<file path="src/rtl/icache_pkg.sv">
// Shared types and geometry for the instruction-cache refill path.
// Line = WNUM words, delivered as NBEAT beats of WBKSZ words each.
// Holds the refill FSM state encoding and a beat-to-word-address helper.
package icache_pkg;

    localparam int WORDSZ  = 32;
    localparam int WNUM    = 8;
    localparam int WBKSZ   = 2;
    localparam int LNUM    = 64;
    localparam int NBEAT   = WNUM / WBKSZ;

    localparam int LADDR_W = $clog2(LNUM);
    localparam int WADDR_W = $clog2(WNUM);
    localparam int BEAT_W  = $clog2(NBEAT);
    localparam int WBK_W   = $clog2(WBKSZ);

    typedef logic [WORDSZ-1:0]  word_t;
    typedef logic [LADDR_W-1:0] laddr_t;
    typedef logic [WADDR_W-1:0] waddr_t;
    typedef logic [BEAT_W-1:0]  beat_t;

    typedef enum logic [1:0] {
        ST_IDLE = 2'd0,
        ST_REQ  = 2'd1,
        ST_FILL = 2'd2,
        ST_TAG  = 2'd3
    } refill_state_e;

    // First word index covered by a beat (beat * WBKSZ).
    function automatic waddr_t beat_to_waddr(input beat_t beat);
        return waddr_t'({beat, {WBK_W{1'b0}}});
    endfunction

endpackage

</file>
<file path="src/rtl/icache_refill.sv">
// I-cache line refill: accepts a miss, issues one memory read, streams NBEAT beats into the data array, then writes tag/valid.
// Latency: refill_done NBEAT+2 cycles after miss accept with no memory stalls; beats pass straight through to the data array.
// Backpressure: miss_ready only in IDLE; memory stalls hold all state. Macro ICACHE_REFILL_CWF_EN enables critical-word-first.
module icache_refill
    import icache_pkg::*;
#(
    parameter int TAGSZ  = 20,
    parameter int ADDRSZ = 32
) (
    input  logic                    clk,
    input  logic                    rst_n,
    input  logic                    miss_valid,
    output logic                    miss_ready,
    input  logic [TAGSZ-1:0]        miss_tag,
    input  laddr_t                  miss_laddr,
    input  waddr_t                  miss_waddr,
    input  logic                    flush,
    output logic                    mem_req_valid,
    input  logic                    mem_req_ready,
    output logic [ADDRSZ-1:0]       mem_req_addr,
    input  logic                    mem_resp_valid,
    input  word_t [WBKSZ-1:0]       mem_resp_data,
    output logic                    mem_resp_ready,
    output laddr_t                  laddrb,
    output waddr_t                  waddrb,
    output word_t [WBKSZ-1:0]       din,
    output logic                    we,
    output logic                    tag_we,
    output laddr_t                  tag_laddr,
    output logic [TAGSZ-1:0]        tag_din,
    output logic                    refill_done,
    output logic                    busy
);

    refill_state_e      state_q, state_d;
    logic               kill_q, kill_d;
    beat_t              cnt_q, cnt_d;
    beat_t              start_q, start_d;
    logic [TAGSZ-1:0]   tag_q, tag_d;
    laddr_t             laddr_q, laddr_d;

    logic               miss_hs;
    logic               beat_hs;
    logic               kill_now;
    beat_t              miss_start;
    beat_t              beat_idx;

    assign miss_hs  = miss_valid && (state_q == ST_IDLE);
    assign beat_hs  = mem_resp_valid && (state_q == ST_FILL);
    // A flush seen this cycle already suppresses this cycle's write.
    assign kill_now = kill_q || (flush && ((state_q == ST_REQ) || (state_q == ST_FILL)));
    // Beat index wraps naturally because NBEAT is a power of two.
    assign beat_idx = start_q + cnt_q;

`ifdef ICACHE_REFILL_CWF_EN
    assign miss_start = beat_t'(miss_waddr >> WBK_W);
`else
    logic unused_miss_waddr;
    assign unused_miss_waddr = ^miss_waddr;
    assign miss_start        = '0;
`endif

    // State and datapath registers, cleared asynchronously.
    always_ff @(posedge clk or negedge rst_n) begin
        if (!rst_n) begin
            state_q <= ST_IDLE;
            kill_q  <= 1'b0;
            cnt_q   <= '0;
            start_q <= '0;
            tag_q   <= '0;
            laddr_q <= '0;
        end else begin
            state_q <= state_d;
            kill_q  <= kill_d;
            cnt_q   <= cnt_d;
            start_q <= start_d;
            tag_q   <= tag_d;
            laddr_q <= laddr_d;
        end
    end

    // Next-state: one request, NBEAT beats, one tag cycle per miss.
    always_comb begin
        state_d = state_q;
        unique case (state_q)
            ST_IDLE: if (miss_valid)    state_d = ST_REQ;
            ST_REQ:  if (mem_req_ready) state_d = ST_FILL;
            ST_FILL: if (mem_resp_valid && (cnt_q == beat_t'(NBEAT - 1))) state_d = ST_TAG;
            ST_TAG:  state_d = ST_IDLE;
            default: state_d = ST_IDLE;
        endcase
    end

    // Capture miss fields, count beats, track a sticky flush for the current line.
    always_comb begin
        tag_d   = tag_q;
        laddr_d = laddr_q;
        start_d = start_q;
        cnt_d   = cnt_q;
        if (miss_hs) begin
            tag_d   = miss_tag;
            laddr_d = miss_laddr;
            start_d = miss_start;
            cnt_d   = '0;
        end
        if (beat_hs) begin
            cnt_d = cnt_q + 1'b1;
        end
        // Kill is meaningful only while the line is in flight; leaving TAG clears it.
        kill_d = ((state_q == ST_REQ) || (state_q == ST_FILL)) ? kill_now : 1'b0;
    end

    // Outputs decoded from state; idle-side values are all zero except miss_ready.
    always_comb begin
        miss_ready     = (state_q == ST_IDLE);
        busy           = (state_q != ST_IDLE);
        mem_req_valid  = (state_q == ST_REQ);
        mem_req_addr   = '0;
        if (state_q == ST_REQ) begin
            mem_req_addr = ADDRSZ'({tag_q, laddr_q, beat_to_waddr(start_q), 2'b00});
        end
        mem_resp_ready = (state_q == ST_FILL);

        we     = beat_hs && !kill_now;
        laddrb = we ? laddr_q : '0;
        waddrb = we ? beat_to_waddr(beat_idx) : '0;
        din    = we ? mem_resp_data : '0;

        tag_we      = (state_q == ST_TAG) && !kill_q;
        tag_laddr   = tag_we ? laddr_q : '0;
        tag_din     = tag_we ? tag_q : '0;
        refill_done = tag_we;
    end

    // Memory must only return beats after the request has been accepted.
    mem_resp_in_fill_a: assert property (@(posedge clk) disable iff (!rst_n)
        mem_resp_valid |-> (state_q == ST_FILL));

endmodule
</file>
<file path="config.mk">
export PLATFORM = sky130hd
export DESIGN_NAME = icache_refill
export DESIGN_NICKNAME = d
export VERILOG_FILES = /design/src/rtl/icache_pkg.sv /design/src/rtl/icache_refill.sv
export SDC_FILE = /design/constraint.sdc
export NUM_CORES = 1
export LEC_CHECK = 0
export CAP_MARGIN = 20
export CORE_AREA = 2 2 92 94
export DETAILED_ROUTE_END_ITERATION = 7
export DIE_AREA = 0 0 94 96
export DONT_BUFFER_PORTS = 1
export PLACE_DENSITY_LB_ADDON = 0.05
export SYNTH_ARGS = -nofsm -noshare
export SYNTH_HDL_FRONTEND = slang
export SYNTH_SLANG_ARGS = --single-unit
</file>
<file path="constraint.sdc">
create_clock -name clk -period 1.65 [get_ports clk]
set_input_delay 0.165 -clock clk [delete_from_list [all_inputs] [get_ports clk]]
set_output_delay 0.165 -clock clk [all_outputs]
set_load 0.03 [all_outputs]
</file>
==> impl_metrics.json <==
{
  "grt_remaining_overflow": 0,
  "total_power_mw": 8.70,
  "clock_skew_ns": 0.00504,
  "cap_violations": 0,
  "pre_cts_slack_ns": -0.347,
  "hold_ws_ns": 0.0180,
  "io_pins": 237,
  "drive_gt1_share_pct": 84.0,
  "synth_edf_count": 0,
  "setup_tns_ns": -38.59,
  "ir_drop_mv": 1.00,
  "nNetsFinal": 427,
  "fill_cells": 694,
  "yosysWarnings": 0,
  "synth.distinct_cells": 19,
  "synthCells": 227,
  "failed_checks": "negative setup slack",
  "cts_tree": "yes",
  "first_pass_iters": 4,
  "start_util_pct": 26.8,
  "cts.clk_slew.worst_paths_ns": 0.07,
  "chipHeight_um": 96,
  "power_density_nw_per_um2": 2040,
  "ys_seq_elements": 31,
  "synth_top_family_by_area": "simple AND/OR/NAND/NOR gates",
  "muxShareOfSynthArea_pct": 14.1,
  "rows": 33,
  "required_ns": 1.48,
  "chipWidth_um": 94,
  "grt_usage_pct": 18.2,
  "cts.sinks": 31,
  "grt_max_degree": 32,
  "cellLeakagePower_nw": 1.96,
  "timing.final.ws_setup_ns": -0.393,
  "synthXorXnorAreaFrac_pct": 0,
  "via_per_inst": 4.66,
  "grt_pass1_vias": 2051,
  "hold_viol": 0,
  "drv_slew": 0,
  "drc": 0,
  "start_kind": "flip-flop",
  "vias": 2000,
  "grt_pass1_wl_um": 12000,
  "final_util_pct": 53.0,
  "clockRootBuffer": "clkbuf_8",
  "ant_nets": 0,
  "critical_path.cell_chain": "inv_2, ha_4, a211oi_4, buf_6, buf_12, clkbuf_16, and2_4",
  "arrival_ns": 1.88,
  "setup.worst_path.class": "reg -> out",
  "htreeDepth": 2,
  "synth_top_flop_cell": "dfrtp_1",
  "synth_top_area_share_pct": 35.9,
  "synthSimpleGateAreaFrac_pct": 38.1,
  "clkLatencyLatePin_ns": 0.28,
  "diodes": 0,
  "synthAdderAreaFrac_pct": 2.90,
  "yosysTopAreaCell": "and2_1",
  "gp_congestion": 0.716,
  "numCtsBuffers": 5,
  "synth-compound-area-share_pct": 2.38,
  "endpoint_kind": "output port",
  "status": "finished with violations",
  "min_period_ns": 2.04,
  "yosys-top-cells-area": "and2_1 (36%), dfrtp_1 (36%), mux2_2 (14%)",
  "wl_um": 8870,
  "finalSetupViolCount": 130,
  "fmax_mhz": 490,
  "crit_fanout": 4,
  "core-area_um2": 8050,
  "seq_area_frac_synth_pct": 35.9,
  "rsz0062_at_grt": "yes",
  "syn_area_um2": 2160,
  "drtIter0Drc": 35,
  "cts_buffer_depth": 2,
  "async_reset_ff_share_pct": 100,
  "area_growth_pct": 97.6,
  "wl_per_cell_um": 20.7,
  "cpMaxStageDelayCell": "dfrtp_1",
  "dieArea_um2": 9020,
  "cpPeakStageDelay_ns": 0.39,
  "finalCritPeriodShare_pct": 124,
  "io_buffers": 0,
  "hpwl_um": 5660,
  "holdCritPathClass": "in -> reg",
  "postSynthAreaPerCell_um2": 9.51,
  "antenna_found_initial": 0
}
[layout by cell type, fill, tap and decap left out]
cell type	netlist	layout
and2_4	0	124
buf_6	0	48
dfrtp_1	31	31
buf_12	0	28
mux2_2	27	26
buf_4	9	12
buf_16	0	9
conb_1	1	7
clkbuf_8	0	7
ha_4	0	4
clkbuf_16	0	4
nor2b_4	0	3
nand3_1	3	3
inv_2	0	2
inv_1	4	2
nand2_1	2	2
dlygate4sd3_1	0	2
nand2_4	0	1
a211oi_4	1	1
o21a_1	1	1
nand2_2	2	1
a221oi_4	0	1
mux2_4	0	1
o32a_1	1	1
o21ai_0	1	1
ha_1	5	1
clkbuf_1	4	1
[cell usage after synthesis (all sizes together), types with 2 or more instances]
cell type,instances
and2,124
buf,11
clkbuf,10
dfrtp,31
ha,5
inv,4
mux2,27
nand2,4
nand3,3
nor2b,2
[sequential cells by signal, summed over array words and instances, names as in the netlist]
| register | count |
|---|---|
| tag_q | 20 |
| laddr_q | 6 |
| cnt_q | 2 |
| state_q | 2 |
| kill_q | 1 |
[worst max-delay path, delay by kind of cell, from the launching register on]
kind                     cells  cell delay [ns]
AO/OA/AOI/OAI                1             0.28
adder cells (fa/ha/maj)      1             0.22
AND/OR/NAND/NOR              1             0.19
flip-flops                   1             0.39
buffers and inverters        4             0.52
[final timing paths]
path | startpoint | end | slack, ns | cells past startpoint
worst min register to register | cnt_q[0] | cnt_q[0] | 0.54 | 1
max in group asynchronous | rst_n | laddr_q[0] | 1.13 | 2
worst min-delay path | mem_resp_valid | cnt_q[1] | 0.02 | 2
worst max-delay path | state_q[0] | din[60] | -0.39 | 7
worst max register to register | state_q[0] | state_q[1] | -0.23 | 8
min in group asynchronous | rst_n | tag_q[13] | 0.35 | 2
[layout make-up]
| class | count | area (um2) | share of cell area [%] |
|---|---|---|---|
| flip-flops and latches | 31 | 776 | 18.2 |
| clock buffers | 8 | 100 | 2.35 |
| repair buffers | 103 | 1560 | 36.6 |
| inverters | 4 | 15.0 | 0.352 |
| well taps | 105 | 131 | 3.08 |
| multi-input cells | 178 | 1680 | 39.5 |
[where the power goes]
group	switching, mW	internal (mW)
registers	0.349	1.16
logic	3.02	3.51
clock network	0.284	0.381
total	3.65	5.04
[per-stage QoR]
stage / instances / instance area (um2)
2_1_floorplan: 233 / 2310
3_3_place_gp: 385 / 3090
3_5_place_dp: 385 / 3090
4_1_cts: 423 / 4090
5_1_grt: 429 / 4260
6_report: 429 / 4260
[cells by family (layout without fill, tap and decap cells)]
kind of cell | after synthesis | after routing
buffers and inverters | 25 | 115
other | 1 | 7
DFF | 31 | 31
adders and majority gates | 5 | 5
muxes | 27 | 27
and+or+nand+nor | 133 | 134
AOI/OAI and AO/OA | 5 | 5
[routing by layer]
metal | global-route usage, % | part of all wire [%]
met5 | 0 | 0
met4 | 5.31 | 1.3
met3 | 3.76 | 7.0
met2 | 35.3 | 58
met1 | 19.8 | 33
[repair_timing]
action,CTS,global route
pin swaps,43,19
hold buffers,3,0
hold endpoints to repair,32,0
resized for setup,163,18
cloned,10,5
setup endpoints to repair,128,130
buffers inserted,17,3
No activity file was read; power rests on OpenSTA's default activity.
